**src/rtl/word_banner_renderer_pkg.sv**
```systemverilog
// Shared constants and FSM state encoding for the word banner renderer.
//   H_VISIBLE / V_VISIBLE : visible raster size of the VGA timing in use
//   DEF_WORD_W / DEF_WORD_H : default bitmap geometry of the word ROMs
//   banner_state_e : blink FSM states (IDLE=0, STEADY=1, BLINK_ON=2, BLINK_OFF=3)
package word_banner_renderer_pkg;

  localparam int unsigned H_VISIBLE  = 640;
  localparam int unsigned V_VISIBLE  = 480;
  localparam int unsigned DEF_WORD_W = 224;
  localparam int unsigned DEF_WORD_H = 32;

  typedef enum logic [1:0] {
    IDLE      = 2'd0,
    STEADY    = 2'd1,
    BLINK_ON  = 2'd2,
    BLINK_OFF = 2'd3
  } banner_state_e;

endpackage

```
**src/rtl/word_banner_renderer_blink_fsm.sv**
```systemverilog
// banner_blink_fsm: decides per frame whether the banner is visible.
// All transitions happen on a frame start so a frame is never torn.
// Ports:
//   clk, rst_n : clock, async active-low reset
//   fs         : frame-start strobe (already qualified by the pixel tick)
//   show       : request banner visible
//   blink_en   : request blinking while shown
//   visible    : banner may be drawn in the current frame
module banner_blink_fsm
  import word_banner_renderer_pkg::*;
#(
  parameter int unsigned BLINK_FRAMES = 30
) (
  input  logic clk,
  input  logic rst_n,
  input  logic fs,
  input  logic show,
  input  logic blink_en,
  output logic visible
);

  localparam int unsigned CNT_W = (BLINK_FRAMES > 1) ? $clog2(BLINK_FRAMES) : 1;
  localparam logic [CNT_W-1:0] CNT_LAST = CNT_W'(BLINK_FRAMES - 1);

  banner_state_e    state, state_nx;
  logic [CNT_W-1:0] cnt, cnt_nx;

  always_ff @(posedge clk or negedge rst_n) begin
    if (!rst_n) begin
      state <= IDLE;
      cnt   <= '0;
    end else begin
      state <= state_nx;
      cnt   <= cnt_nx;
    end
  end

  always_comb begin
    state_nx = state;
    cnt_nx   = cnt;
    visible  = (state == STEADY) || (state == BLINK_ON);
    if (fs) begin
      case (state)
        IDLE: begin
          if (show) begin
            state_nx = blink_en ? BLINK_ON : STEADY;
            cnt_nx   = '0;
          end
        end
        STEADY: begin
          if (!show) begin
            state_nx = IDLE;
          end else if (blink_en) begin
            state_nx = BLINK_ON;
            cnt_nx   = '0;
          end
        end
        BLINK_ON, BLINK_OFF: begin
          if (!show) begin
            state_nx = IDLE;
          end else if (!blink_en) begin
            state_nx = STEADY;
          end else if (cnt == CNT_LAST) begin
            cnt_nx   = '0;
            state_nx = (state == BLINK_ON) ? BLINK_OFF : BLINK_ON;
          end else begin
            cnt_nx = cnt + 1'b1;
          end
        end
        default: state_nx = IDLE;
      endcase
    end
  end

endmodule

```
**src/rtl/word_banner_renderer.sv**
```systemverilog
// word_banner_renderer: reader side of a WORD_H x WORD_W word bitmap ROM.
// Turns the raster position into a ROM row address, picks the pixel out of
// the returned row and emits one banner pixel per pixel tick, two ticks later.
// Ports:
//   clk, rst_n    : clock, async active-low reset
//   pix_tick      : pixel-rate enable; every register holds while low
//   hcount/vcount : raster position
//   video_on      : visible-area flag
//   show/blink_en : banner requests, sampled at frame start
//   drom_addr_num : registered ROM row address
//   drom_data_num : ROM row, bit 0 = leftmost pixel (combinational ROM)
//   pixel_on      : banner pixel lit, aligned with video_on_d
//   video_on_d    : video_on delayed to match pixel_on
//   rgb           : COLOR when pixel_on, else 0
module word_banner_renderer
  import word_banner_renderer_pkg::*;
#(
  parameter int unsigned WORD_W       = DEF_WORD_W,
  parameter int unsigned WORD_H       = DEF_WORD_H,
  parameter int unsigned ADDR_W       = 5,
  parameter int unsigned X0           = 208,
  parameter int unsigned Y0           = 224,
  parameter int unsigned SCALE_SH     = 0,
  parameter int unsigned BLINK_FRAMES = 30,
  parameter logic [11:0] COLOR        = 12'hFFF
) (
  input  logic              clk,
  input  logic              rst_n,
  input  logic              pix_tick,
  input  logic [9:0]        hcount,
  input  logic [9:0]        vcount,
  input  logic              video_on,
  input  logic              show,
  input  logic              blink_en,
  output logic [ADDR_W-1:0] drom_addr_num,
  input  logic [0:WORD_W-1] drom_data_num,
  output logic              pixel_on,
  output logic              video_on_d,
  output logic [11:0]       rgb
);

  localparam int unsigned COL_W = $clog2(WORD_W);
  localparam int unsigned X_END = X0 + (WORD_W << SCALE_SH);
  localparam int unsigned Y_END = Y0 + (WORD_H << SCALE_SH);

  logic [10:0]      dx, dy;
  logic             in_box, fs, visible;
  logic [COL_W-1:0] col_s1;
  logic             in_box_s1, video_on_s1;
  logic             rom_bit, pix_nx;

  assign dx     = {1'b0, hcount} - 11'(X0);
  assign dy     = {1'b0, vcount} - 11'(Y0);
  assign in_box = (32'(hcount) >= X0) && (32'(hcount) < X_END) &&
                  (32'(vcount) >= Y0) && (32'(vcount) < Y_END);
  assign fs     = pix_tick && (hcount == '0) && (vcount == '0);

  banner_blink_fsm #(
    .BLINK_FRAMES(BLINK_FRAMES)
  ) u_blink_fsm (
    .clk     (clk),
    .rst_n   (rst_n),
    .fs      (fs),
    .show    (show),
    .blink_en(blink_en),
    .visible (visible)
  );

  // Stage 1: row address (held outside the box so the ROM output stays
  // stable), column index and qualifiers.
  always_ff @(posedge clk or negedge rst_n) begin
    if (!rst_n) begin
      drom_addr_num <= '0;
      col_s1        <= '0;
      in_box_s1     <= 1'b0;
      video_on_s1   <= 1'b0;
    end else if (pix_tick) begin
      if (in_box) begin
        drom_addr_num <= ADDR_W'(dy >> SCALE_SH);
      end
      col_s1      <= COL_W'(dx >> SCALE_SH);
      in_box_s1   <= in_box;
      video_on_s1 <= video_on;
    end
  end

  // Out-of-box column values can exceed the row width; they are masked by
  // in_box_s1 anyway, so just avoid indexing past the row.
  always_comb begin
    rom_bit = 1'b0;
    if (32'(col_s1) < WORD_W) begin
      rom_bit = drom_data_num[col_s1];
    end
    pix_nx = rom_bit & in_box_s1 & video_on_s1 & visible;
  end

  // Stage 2: registered pixel and colour.
  always_ff @(posedge clk or negedge rst_n) begin
    if (!rst_n) begin
      pixel_on   <= 1'b0;
      video_on_d <= 1'b0;
      rgb        <= '0;
    end else if (pix_tick) begin
      pixel_on   <= pix_nx;
      video_on_d <= video_on_s1;
      rgb        <= pix_nx ? COLOR : '0;
    end
  end

endmodule

```
**config.mk**
```make
export PLATFORM = sky130hd
export DESIGN_NAME = word_banner_renderer
export DESIGN_NICKNAME = d
export VERILOG_FILES = /design/src/rtl/word_banner_renderer_pkg.sv /design/src/rtl/word_banner_renderer_blink_fsm.sv /design/src/rtl/word_banner_renderer.sv
export SDC_FILE = /design/constraint.sdc
export NUM_CORES = 1
export LEC_CHECK = 0
export BUFFER_PORTS_ARGS = -buffer_cell sky130_fd_sc_hd__buf_4
export CAP_MARGIN = 10
export CORE_AREA = 2 2 105 107
export CTS_CLUSTER_SIZE = 28
export DETAILED_ROUTE_END_ITERATION = 8
export DIE_AREA = 0 0 107 109
export PLACE_DENSITY_LB_ADDON = 0.2
export SLEW_MARGIN = 30
export SYNTH_ARGS = -nofsm -noshare
export SYNTH_HDL_FRONTEND = slang
export SYNTH_HIERARCHICAL = 1
export SYNTH_SLANG_ARGS = --single-unit
```
**constraint.sdc**
```tcl
create_clock -name clk -period 2.5 [get_ports clk]
set_clock_uncertainty 0.2 [all_clocks]
set_input_delay 0.125 -clock clk [delete_from_list [all_inputs] [get_ports clk]]
set_output_delay 0.125 -clock clk [all_outputs]
set_load 0.02 [all_outputs]
```
=== Word level (Yosys, flattened, before mapping) ===
Cells that the tools add are included.

* Flip-flop bits (word level): 36
* Bits in latches: 0
* Memory bits (read-only): 0
* Bits in writable memories: 0
* Logic and storage cells: 67
* Memories: 0

* Bitwise operators: 4
* Div/mod/pow operators: 0
* Equality and inequality tests: 11
* Magnitude comparators: 6
* $add $sub $neg: 3
* Reduce and logical (&&, ||, !) cells: 13
* Muxes and demuxes: 21
* Shift-type cells: 0
* $mul: 0

{| class="wikitable"
|+ Operator list
! kind !! count
|-
| 5-bit 2-to-1 mux || 6
|-
| 10-bit by 8-bit >= comparator with 1-bit output, second input constant || 2
|-
| 10-bit zero test || 2
|-
| 10-bit by 9-bit less-than comparator with 1-bit output, second input constant || 2
|-
| 5-bit case mux with 3 select lines || 1
|-
| 2-bit 2-to-1 mux || 7
|-
| 12-bit 2-to-1 mux || 1
|-
| 2-bit != test, second input constant || 5
|-
| 9-bit >= comparator, second input constant || 1
|-
| 8-bit NOT with 9-bit output || 1
|-
| 1-bit binary-select mux with 8-bit select || 1
|-
| 8-bit less-than comparator, second input constant || 1
|-
| 8-bit subtractor, second input constant || 1
|-
| 2-bit case mux with 3 select lines || 1
|-
| 6-bit AND reduction || 1
|-
| 5-bit by 1-bit adder with 5-bit output, second input constant || 1
|-
| 5-bit equality test, second input constant || 1
|-
| 1-bit logical AND || 5
|-
| 5-bit by 1-bit subtractor with 5-bit output, second input constant || 1
|-
| 2-bit equality test, second input constant || 2
|-
| 1-bit 2-to-1 mux || 4
|-
| 4-bit by 3-bit != test with 1-bit output, second input constant || 1
|-
| 4-bit AND reduction || 1
|-
| 1-bit AND || 3
|-
| other kinds (6) || 6
|}

=== Logic depth before layout (Yosys ltp) ===
Gate-level depths: netlist of run 1.

* Depth in word-level cells: 9
* Gate-level depth with buffers: 10
* Gate-level depth less buffers: 9

=== Cells and area by module ===
The synthesis of run 1 kept the hierarchy.

{| class="wikitable"
|+ Modules (own cells, without submodules)
! module !! cells each !! sequential area each (um^2) !! times used !! area an instance (um^2)
|-
| word_banner_renderer || 247 || 425.4 || 1 || 2824.0
|-
| banner_blink_fsm || 58 || 175.2 || 1 || 554.3
|}

=== Least setup slack after synthesis of run 1 ===
No wires, ideal clock.

* Path type: flip-flop to flip-flop
* Start point: reg col_s1[1]
* End point: reg rgb[10]
* Arrival time: 2.069 ns
* Data required time: 2.180 ns
* Setup slack: 0.112 ns
* Library setup time: 0.120 ns
* Cell stages (with the launch flop): 9
* Path buffers: 3
* Cells stage by stage: dfrtp_1 -> buf_2 -> buf_2 -> buf_4 -> mux4_2 -> o2111ai_1 -> nand3_1 -> or4_1 -> and3_1

* Longest elaborated chain between the ends: 9
* Elaborated cells on any way between the ends: 10
* Those cells by class: 1 x order compare; 5 x mux; 4 x bitwise

{| class="wikitable"
|+ RTL lines
! what !! line !! RTL
|-
| from (decl) || word_banner_renderer.sv:48 || <nowiki>logic [COL_W-1:0] col_s1;</nowiki>
|-
| from (signal assigned) || word_banner_renderer.sv:81 || <nowiki>col_s1 <= COL_W'(dx >> SCALE_SH);</nowiki>
|-
| 8-bit NOT with 9-bit output (implied by the code) || word_banner_renderer.sv:92 || <nowiki>rom_bit = drom_data_num[col_s1];</nowiki>
|-
| 1-bit binary-select mux with 8-bit select || word_banner_renderer.sv:92 ||
|-
| 1-bit 2-to-1 mux (implied by the code) (2 in series) || word_banner_renderer.sv:92 ||
|-
| 1-bit 2-to-1 mux * || word_banner_renderer.sv:91 || <nowiki>if (32'(col_s1) < WORD_W) begin</nowiki>
|-
| 1-bit AND * (3 in series) || word_banner_renderer.sv:94 || <nowiki>pix_nx = rom_bit & in_box_s1 & video_on_s1 & visible;</nowiki>
|-
| 12-bit 2-to-1 mux * || word_banner_renderer.sv:106 || <nowiki>rgb <= pix_nx ? COLOR : '0;</nowiki>
|-
| to (signal assigned) || word_banner_renderer.sv:106 ||
|-
| to (decl) || word_banner_renderer.sv:39 || <nowiki>output logic [11:0] rgb</nowiki>
|}

Every way passes the cells marked *; elsewhere a longest branch is shown, timed or not. The select of a mux whose other input is x is not followed.
A chain may end at the register's enable or synchronous reset.

=== Worst setup path after layout of run 1 ===
* Start point: reg col_s1[0]
* End point: reg rgb[10]

The elaborated chain is that of the path after synthesis.

==> results of run 1 <==
state kept, by name (all words and copies together), names as in the netlist:
| register | flops |
|---|---|
| u_blink_fsm/state | 2 |
| in_box_s1 | 1 |
| drom_addr_num | 5 |
| video_on_d | 1 |
| rgb | 1 |
| u_blink_fsm/cnt | 5 |
| col_s1 | 8 |
| video_on_s1 | 1 |
final cells by class:
cell class              instances  area share (%)
multi-input cells             231           42.82
flip-flops and latches         24           10.44
well taps                     140           3.006
repair buffers                306           41.61
clock buffers                   3          0.7086
clock inverters                 1          0.5154
inverters                      14          0.9019
synthesized netlist by cell type, types with 2 or more instances:
master	instances
or4_1	2
o21ai_0	5
nand4_1	8
nand3_1	10
nor3_1	6
buf_2	8
buf_6	5
or2_2	2
dfrtp_1	24
buf_4	15
nand2_1	19
mux4_1	4
o211ai_1	3
o221ai_1	2
mux2_4	2
mux4_2	49
inv_1	14
a21oi_1	9
ha_1	10
nor3b_1	3
mux2_2	13
mux2i_1	15
a31oi_1	3
nor2b_1	6
nor4b_1	2
and3_1	2
nand2b_1	3
a22oi_1	9
nor4_1	7
nor2_1	17
clkbuf_1	5
buf_1	3
per-layer routing:
layer	part of all wire [%]	vias to the layer above	GRT usage, %
met5	0	-	0
met4	1.1	0	3.154
li1	-	1755	-
met3	6.7	14	3.527
met2	52	182	44.27
met1	40	1861	30.69
how the worst max path moves through the flow:
stage / from / end / slack [ps]
global placement: col_s1[0]$_DFFE_PN0P_ / rgb[10]$_DFFE_PN0P_ / -20
floorplan: col_s1[1]$_DFFE_PN0P_ / rgb[10]$_DFFE_PN0P_ / 110
detailed placement: col_s1[0]$_DFFE_PN0P_ / rgb[10]$_DFFE_PN0P_ / -50
CTS: col_s1[0]$_DFFE_PN0P_ / rgb[10]$_DFFE_PN0P_ / -10
finish: col_s1[0]$_DFFE_PN0P_ / rgb[10]$_DFFE_PN0P_ / -80
global route: col_s1[0]$_DFFE_PN0P_ / rgb[10]$_DFFE_PN0P_ / -140
cells by family after synthesis:
group	share of synthesized area, %
compound gates	9.371
xor+xnor	0.5186
fa+ha+maj	3.704
buf+inv	8.630
flops	17.78
mux	45.44
simple gates	14.56
power by group through the flow:
stage / clock network, mW / logic (mW) / registers [mW]
finish: 0.346 / 1.03 / 0.449
global route: 0.372 / 1.11 / 0.454
CTS: 0.355 / 1.04 / 0.449
detailed placement: 0 / 0.962 / 0.468
global placement: 0 / 0.951 / 0.467
floorplan: 0 / 0.505 / 0.445
timing repair:
item / 4_1_cts / 5_1_grt
setup endpoints to repair: 1 / 3
gates cloned: 1 / 0
buffers inserted: 5 / 0
gates resized for setup: 8 / 4
pin swaps: 4 / 3
hold buffers: 13 / 0
hold endpoints to repair: 36 / 0
worst reg2reg max path, cell delays in order, from the launching register on:
cell and delay, ps:
dfrtp_4 500, buf_12 150, mux4_2 410, mux2_4 280, o22ai_2 160, nor4_2 50
or4_1 520, and3_1 200
metrics by stage:
step	setup TNS (ps)	power, mW	hold WS [ps]	util, %	worst slack (ps)
global placement	-23.52	1.418	-148.7	52.19	-23.52
detailed placement	-45.55	1.430	-144.2	52.19	-45.55
finish	-75.54	1.828	28.58	54.96	-75.54
CTS	-10.06	1.839	30.00	54.84	-10.06
floorplan	0	0.9498	-370.6	-	111.7
global route	-145.0	1.934	55.29	54.96	-145.0
==> metrics, run 1 <==
Clk pwr share=18.9%; GRT Residual Overflow=0; min-delay worst type=input port to flip-flop; type of origin of the critical path=flip-flop; crit path cell chain=buf_12, mux4_2, mux2_4, o22ai_2, nor4_2, or4_1, and3_1; CTS max path bufs=2; fin area=0.005827 mm^2; count of final hold-check violations=0; global-route wire length before repair=21590 um; Multi-input gate area=0.002495 mm^2; CTS root buf=clkbuf_8; n_diodes=0; core area=0.01060 mm^2; r2r startpoint=col_s1[0]$_DFFE_PN0P_; Placed Area=0.005534 mm^2; TritonCTS clock tree=built; DRC viols=0; layout cells sized above 1=65.11%; Skew-Pair Late Insertion Delay=260 ps; remaining antenna violation count=0; Post-Place Cells=697; Hold Path Stages=3; asr flop ratio synth=100.0%; Filler Cell Count=924; Post-synth EDFFs=0; detailed placement HPWL=11850 um; Least-Margin Pin Slew=431.5 ps; crit path max fanout=6; Sink Count=24; leak pwr=2.730 nW; FMAX=0.3883 GHz; endpoints failing setup=1; CP peak stage delay=520 ps; worst hold start=blink_en; Cell Rows=38; Max Transition Viols Final=0; worst reg2reg endpoint=rgb[10]$_DFFE_PN0P_; Flop pwr share=24.6%; Netlist cell types=52; RSZ-0062 raised after global routing=yes; r2r setup slk=-80 ps; Starting Density=31.86%; DRT Pass-1 Iters=7; sum of buffers and inverters on the critical path=1; DR vias=3812; register cell area after layout=608.1 um^2; Hold EP=u_blink_fsm/state[1]$_DFFE_PN0P_; die height=109 um; combinational power share=56.5%; Crit. End Element=flip-flop; Yosys top cell by area=mux4_2; H-tree level count=1; commonest non-fill, non-tap cells in the layout=buf_4 (285), mux4_2 (53), dfrtp_1 (22), nand2_1 (19), nor2_1 (16); Ports=269; Final min period=2576 ps; Yosys top cell area share=32.67%; largest net degree at the start of global routing=32; initial drt markers=163; setup ws final=-75.54 ps; status=finished, violations left; kind of critical path=flip-flop to flip-flop; top cells by area, synth=mux4_2 (33%), dfrtp_1 (18%), mux2i_1 (4.4%); die area=0.01166 mm^2; commonest non-fill, non-tap cell in the layout=buf_4; via/cell ratio=5.302; number of global-route vias before repair=4146; Synth Register Bits=24; Cell Area, Synth=0.003378 mm^2; clock buffers created by TritonCTS=3; Max IR drop VDD=0.1826 mV; Area Overhead vs Synth=72.48%; Crit. path cell count=7; max_cap viols=0; IO buf count=268; WP data arrival=2550 ps; R2R cell count=7; Sw Ratio=29.82%; total track usage=24.03%; syn avg cell area=11.08 um^2; Routability Congestion=0.8439; Synth Net Count=565; Cell Count, Final, Fillers Out=719; Die W=107 um; Mapped Cells=305; initial antenna violation count=0; failing checks=setup timing; clk slew on worst S/H paths=100 ps; Max stage delay cell, worst path=or4_1; slew margin rel.=70.83%; Post-synth top flop=dfrtp_1; Final #Nets=840; net switching power=0.5450 mW; crit share post-route=103.0%; Synthesis Warnings=6; cell family with most CP delay=simple AND/OR/NAND/NOR gates; final wirelength=13970 um; Power Density=313.6 mW/mm^2; design internal power=1.283 mW; Worst EP required=2470 ps; sequential area share after synthesis=17.78%; drt wl/cell=19.44 um
(Power assumes the default switching activity.)
==> run 2: changes to the inputs <==
--- a/config.mk
+++ b/config.mk
@@ -12,6 +12,7 @@
 export DETAILED_ROUTE_END_ITERATION = 8
 export DIE_AREA = 0 0 107 109
 export PLACE_DENSITY_LB_ADDON = 0.2
+export REMOVE_ABC_BUFFERS = 1
 export SLEW_MARGIN = 30
 export SYNTH_ARGS = -nofsm -noshare
 export SYNTH_HDL_FRONTEND = slang
==> constraint.sdc (replaced) <==
create_clock -name clk -period 3 [get_ports clk]
set_clock_uncertainty 0.2 [all_clocks]
set_input_delay 0.15 -clock clk [delete_from_list [all_inputs] [get_ports clk]]
set_output_delay 0.15 -clock clk [all_outputs]
set_load 0.02 [all_outputs]
==> run 2 against run 1 <==
Compared with the run above: the run now ends clean; via count shrank 3.2%; power down 21%; flip-flop and latch count stayed put; register-to-register slack improved by 330 ps; sequential share of layout area is 0.28 points higher; clock power shrank 16%; sequential power shrank 12%; routed wire length up 1.5%; setup slack improved by 330 ps; cell area shrank 3.4%; count of clock-buffer cells in the layout unchanged; die area unchanged; largest cell class unchanged; highest routed layer unchanged.
==> metrics, run 2 (synthesis results as in run 1) <==
endpoints failing setup=0 (-1); worst hold start=pix_tick; remaining antenna violation count=0 (unchanged); Placed Area=0.005439 mm^2 (-1.7%); Hold Path Stages=2 (-1); Largest register FFs=8 (unchanged); Max stage delay cell, worst path=dfrtp_2; IO buf count=268 (unchanged); H-tree level count=1 (unchanged); Crit. End Element=flip-flop; count of final hold-check violations=0 (unchanged); sum of buffers and inverters on the critical path=0 (-1); register cell area after layout=603.1 um^2 (-0.82%); clk slew on worst S/H paths=100 ps (about the same); Starting Density=31.86% (unchanged); leak pwr=2.643 nW (-3.2%); initial drt markers=114 (-30%); global-route wire length before repair=21520 um (-0.32%); Ports=269 (unchanged); worst reg2reg endpoint=rgb[10]$_DFFE_PN0P_; Sink Count=24 (unchanged); crit path max fanout=15 (+9); clock buffers created by TritonCTS=3 (unchanged); drt wl/cell=20.10 um (+3.4%); crit share post-route=91.43% (-12 points); slew margin rel.=63.71% (-7.1 points); R2R cell count=6 (-1); commonest non-fill, non-tap cell in the layout=buf_4; fin area=0.005630 mm^2 (-3.4%); WP data arrival=2720 ps (+170 ps); Die W=107 um (unchanged); Area Overhead vs Synth=66.67%; commonest non-fill, non-tap cells in the layout=buf_4 (280), mux4_2 (49), dfrtp_1 (22), nand2_1 (19), nor2_1 (17); RSZ-0062 raised after global routing=no; DRC viols=0 (unchanged); GRT Residual Overflow=0 (unchanged); CTS root buf=clkbuf_8; Final #Nets=827 (-1.5%); core area=0.01060 mm^2 (unchanged); DRT Pass-1 Iters=4 (-3); detailed placement HPWL=12260 um (+3.5%); DR vias=3691 (-3.2%); # resized after CTS=0 (-8); Final min period=2743 ps (+167.2 ps); Cell Count, Final, Fillers Out=706 (-1.8%); kind of critical path=flip-flop to flip-flop; layout cells sized above 1=63.07% (-2.0 points); Post-Place Cells=690 (-1.0%); number of global-route vias before repair=4036 (-2.7%); post-CTS setup-driven buffer insertion count=0 (-5); initial antenna violation count=0 (unchanged); Multi-input gate area=0.002486 mm^2 (-0.35%); min-delay worst type=input port to flip-flop; r2r setup slk=260 ps (+330 ps); Routability Congestion=0.9311 (+10%); TritonCTS clock tree=built; max_cap viols=0 (unchanged); Power Density=257.6 mW/mm^2 (-18%); cell family with most CP delay=multiplexers; die area=0.01166 mm^2 (unchanged); Largest regs=col_s1 x8, drom_addr_num x5, u_blink_fsm/cnt x5; Cell Rows=38 (unchanged); fin util=53.10% (-1.9 points); via/cell ratio=5.228 (-1.4%); Max IR drop VDD=0.2690 mV (+47%); Skew-Pair Late Insertion Delay=280 ps (+20 ps); largest net degree at the start of global routing=25 (-22%); total track usage=24.13% (+0.10 points); n_diodes=0 (unchanged); die height=109 um (unchanged); CP peak stage delay=670 ps (+150 ps); # hold bufs at CTS=12 (-1); Worst EP required=2980 ps (+510 ps); FMAX=0.3646 GHz (-6.1%); Biggest register=col_s1; Filler Cell Count=933 (+0.97%); CTS max path bufs=2 (unchanged); type of origin of the critical path=flip-flop; Hold EP=col_s1[5]$_DFFE_PN0P_; Power, Total=1.450 mW (-21%); status=finished, final reports clean; Least-Margin Pin Slew=544.4 ps (+112.9 ps); final wirelength=14190 um (+1.5%); Max Transition Viols Final=0 (unchanged); r2r startpoint=col_s1[0]$_DFFE_PN0P_; crit path cell chain=mux4_1, mux2_2, o22ai_2, nor4_1, or4_1, and3_1
==> run 2: cell types whose count changed in the layout (fill, tap and decap cells not counted), sizes merged <==
cell	delta
bufbuf	-1
buf	-11
dlygate4sd3	-1
==> run 2: worst register-to-register path: stages, from the launching register on <==
cell,delay (ps)
dfrtp_2,670
mux4_1,620
mux2_2,290
o22ai_2,140
nor4_1,60
or4_1,500
and3_1,160
==> run 2: cell type report <==
class	instances	area share [%]
Multi-Input combinational cell	231	44.16
Timing Repair Buffer	293	39.82
Sequential cell	24	10.71
Tap cell	140	3.111
Inverter	14	0.9333
Clock buffer	3	0.7333
Clock inverter	1	0.5333
==> run 2: worst max-delay path by stage <==
| stage | startpoint | end | depth (start not counted) | slack, ps |
|---|---|---|---|---|
| finish | col_s1[0]$_DFFE_PN0P_ | rgb[10]$_DFFE_PN0P_ | 6 | 260 |
| global route | col_s1[0]$_DFFE_PN0P_ | rgb[10]$_DFFE_PN0P_ | 6 | 120 |
| CTS | col_s1[0]$_DFFE_PN0P_ | rgb[10]$_DFFE_PN0P_ | 6 | 230 |
| detailed placement | col_s1[0]$_DFFE_PN0P_ | rgb[10]$_DFFE_PN0P_ | 6 | 240 |
| global placement | col_s1[0]$_DFFE_PN0P_ | rgb[10]$_DFFE_PN0P_ | 6 | 290 |
| floorplan | col_s1[0]$_DFFE_PN0P_ | rgb[10]$_DFFE_PN0P_ | 6 | -830 |
==> run 2: stage by stage <==
step | setup slack (ps) | hold WS, ps | TNS [ps]
2_1_floorplan | -828.2 | -345.6 | -828.2
3_3_place_gp | 293.2 | -127.3 | 0
3_5_place_dp | 242.7 | -127.3 | 0
4_1_cts | 225.4 | 8.844 | 0
5_1_grt | 121.9 | 23.90 | 0
6_report | 257.2 | 6.865 | 0
==> run 2: layer usage <==
metal	vias up	wire [um]	GRT usage (%)	share of wire, %
met2	140	7903	46.31	56
met3	20	803	5.021	5.7
met5	-	0	0	0
met4	0	270	5.102	1.9
li1	1733	-	-	-
met1	1798	5212	27.55	37
==> run 2: power breakdown <==
group / internal, mW / switching (mW) / total, mW
Combinational: 0.496 / 0.270 / 0.766
Clock: 0.179 / 0.112 / 0.290
Sequential: 0.344 / 0.0504 / 0.394
Total: 1.02 / 0.432 / 1.45
==> run 3: changes to the inputs <==
--- a/config.mk
+++ b/config.mk
@@ -7,10 +7,12 @@
 export LEC_CHECK = 0
 export BUFFER_PORTS_ARGS = -buffer_cell sky130_fd_sc_hd__buf_4
 export CAP_MARGIN = 10
-export CORE_AREA = 2 2 105 107
+export CELL_PAD_IN_SITES_DETAIL_PLACEMENT = 1
+export CELL_PAD_IN_SITES_GLOBAL_PLACEMENT = 1
+export CORE_MARGIN = 2
+export CORE_UTILIZATION = 31
 export CTS_CLUSTER_SIZE = 28
 export DETAILED_ROUTE_END_ITERATION = 8
-export DIE_AREA = 0 0 107 109
 export PLACE_DENSITY_LB_ADDON = 0.2
 export REMOVE_ABC_BUFFERS = 1
 export SLEW_MARGIN = 30
==> run 3 against run 2 <==
Compared with the run above: die area increased by 0.73%; worst hold slack improved by 7.6 ps; setup slack improved by 21 ps; largest cell class unchanged; largest power group unchanged.
==> metrics, run 3 (synthesis results as in run 1) <==
n_diodes=0 (unchanged); CTS root buf=clkbuf_8; via/cell ratio=5.316 (+1.7%); Cell Rows=38 (unchanged); status=finished, final reports clean; remaining antenna violation count=0 (unchanged); WP data arrival=2720 ps (about the same); FMAX=0.3674 GHz (+0.76%); CTS max path bufs=2 (unchanged); H-tree level count=1 (unchanged); min-delay worst type=input port to flip-flop; crit share post-route=90.73% (-0.69 points); max_cap viols=0 (unchanged); fin area=0.005620 mm^2 (-0.18%); die area=0.01175 mm^2 (+0.73%); Flop pwr share=27.0% (-0.2 points); commonest non-fill, non-tap cells in the layout=buf_4 (276), mux4_2 (49), dfrtp_1 (22), nand2_1 (19), nor2_1 (17); leak pwr=2.633 nW (-0.39%); initial antenna violation count=0 (unchanged); RSZ-0062 raised after global routing=no; Power Density=256.4 mW/mm^2 (-0.49%); Starting Density=31.44% (-0.42 points); Largest regs=col_s1 x8, drom_addr_num x5, u_blink_fsm/cnt x5; clk slew on worst S/H paths=90 ps (about the same); Biggest register=col_s1; largest net degree at the start of global routing=36 (+44%); slew margin rel.=52.39% (-11 points); Placed Area=0.005429 mm^2 (-0.18%); Area Overhead vs Synth=66.37%; core area=0.01075 mm^2 (+1.3%); endpoints failing setup=0 (unchanged); final wirelength=14510 um (+2.3%); type of origin of the critical path=input port; clock buffers created by TritonCTS=3 (unchanged); net switching power=0.4241 mW (-1.8%); IO buf count=268 (unchanged); Sink Count=24 (unchanged); Skew-Pair Late Insertion Delay=270 ps (about the same); DR vias=3737 (+1.2%); Routability Congestion=0.8828 (-5.2%); DRC viols=0 (unchanged); count of final hold-check violations=0 (unchanged); GRT Residual Overflow=0 (unchanged); layout cells sized above 1=62.88% (-0.20 points); design internal power=1.017 mW (-0.18%); Max Transition Viols Final=0 (unchanged); kind of critical path=input port to flip-flop; initial drt markers=145 (+27%); die height=108.4 um (-0.56%); Final min period=2722 ps (-20.78 ps); Largest register FFs=8 (unchanged); fin util=52.31% (-0.80 points); combinational power share=53.4% (+0.6 points); number of global-route vias before repair=4315 (+6.9%); Ports=269 (unchanged); Cell Count, Final, Fillers Out=703 (-0.42%); Least-Margin Pin Slew=714.1 ps (+169.7 ps); detailed placement HPWL=12520 um (+2.2%); Crit. End Element=flip-flop; Final #Nets=824 (-0.36%); Die W=108.4 um (+1.3%); # resized after CTS=0 (unchanged); Power, Total=1.441 mW (-0.67%); Worst EP required=3000 ps (+20 ps); DRT Pass-1 Iters=4 (unchanged); total track usage=24.46% (+0.33 points); commonest non-fill, non-tap cell in the layout=buf_4; Sw Ratio=29.44% (-0.34 points); Clk pwr share=19.6% (-0.4 points); global-route wire length before repair=22370 um (+3.9%); TritonCTS clock tree=built; crit path max fanout=5 (-10); Post-Place Cells=687 (-0.43%); drt wl/cell=20.64 um (+2.7%); Max IR drop VDD=0.1806 mV (-33%)
[run 3: changes by cell type in the layout (fill, tap and decap cells not counted), sizes merged]
cell and delta:
buf -3
[run 3: repair_timing]
item                      4_1_cts  5_1_grt
hold endpoints to repair       35        0
hold buffers                   12        0
setup buffers                   0        0
[run 3: metal layers]
metal / wire length (um) / part of all wire [%] / global-route usage, %
met2: 7788 / 54 / 44.92
met1: 5510 / 38 / 29.05
met4: 441 / 3.0 / 7.418
met3: 772 / 5.3 / 4.159
met5: 0 / 0 / 0
[run 3: cell type report]
class,instances,area [um^2]
sequential,24,603.1
multi-input combinational,231,2486
fill,1244,5125
timing repair buffer,290,2232
clock buffer,3,41.29
tap,140,175.2
clock inverter,1,30.03
inverter,14,52.55
[run 3: path summary, 6_finish.rpt]
check	startpoint	end	slack, ps	cells after the start
worst max-delay path	hcount[4]	u_blink_fsm/state[1]$_DFFE_PN0P_	280	11
worst min-delay path	pix_tick	col_s1[7]$_DFFE_PN0P_	10	2
worst max register to register	col_s1[0]$_DFFE_PN0P_	rgb[10]$_DFFE_PN0P_	290	6
worst min register to register	drom_addr_num[4]$_DFFE_PN0P_	drom_addr_num[4]$_DFFE_PN0P_	320	1
max in group asynchronous	rst_n	col_s1[1]$_DFFE_PN0P_	2230	2
min in group asynchronous	rst_n	u_blink_fsm/state[1]$_DFFE_PN0P_	110	2
[run 3: critical path, stage by stage]
cell	delay, ps
dlygate4sd3_1	550
buf_4	160
inv_1	50
ha_1	200
nor4b_1	240
nand3_1	140
nor2_1	380
inv_1	110
a311oi_1	320
o21a_1	230
mux2i_1	200
[run 3: stage by stage]
| step | worst slack (ps) | TNS [ps] | hold slack, ps |
|---|---|---|---|
| after CTS | 278.8 | 0 | 13.25 |
| after floorplan | -828.2 | -828.2 | -345.6 |
| after detailed placement | 292.7 | 0 | -120.7 |
| after global placement | 356.8 | 0 | -123.7 |
| final | 278.0 | 0 | 14.46 |
| after global routing | 148.1 | 0 | 30.02 |
[run 3: power groups by stage]
stage	clock (mW)	sequential [mW]	combinational, mW
6_report	0.283	0.389	0.769
2_1_floorplan	0	0.438	0.331
3_5_place_dp	0	0.398	0.763
3_3_place_gp	0	0.396	0.753
5_1_grt	0.306	0.396	0.829
4_1_cts	0.291	0.391	0.777
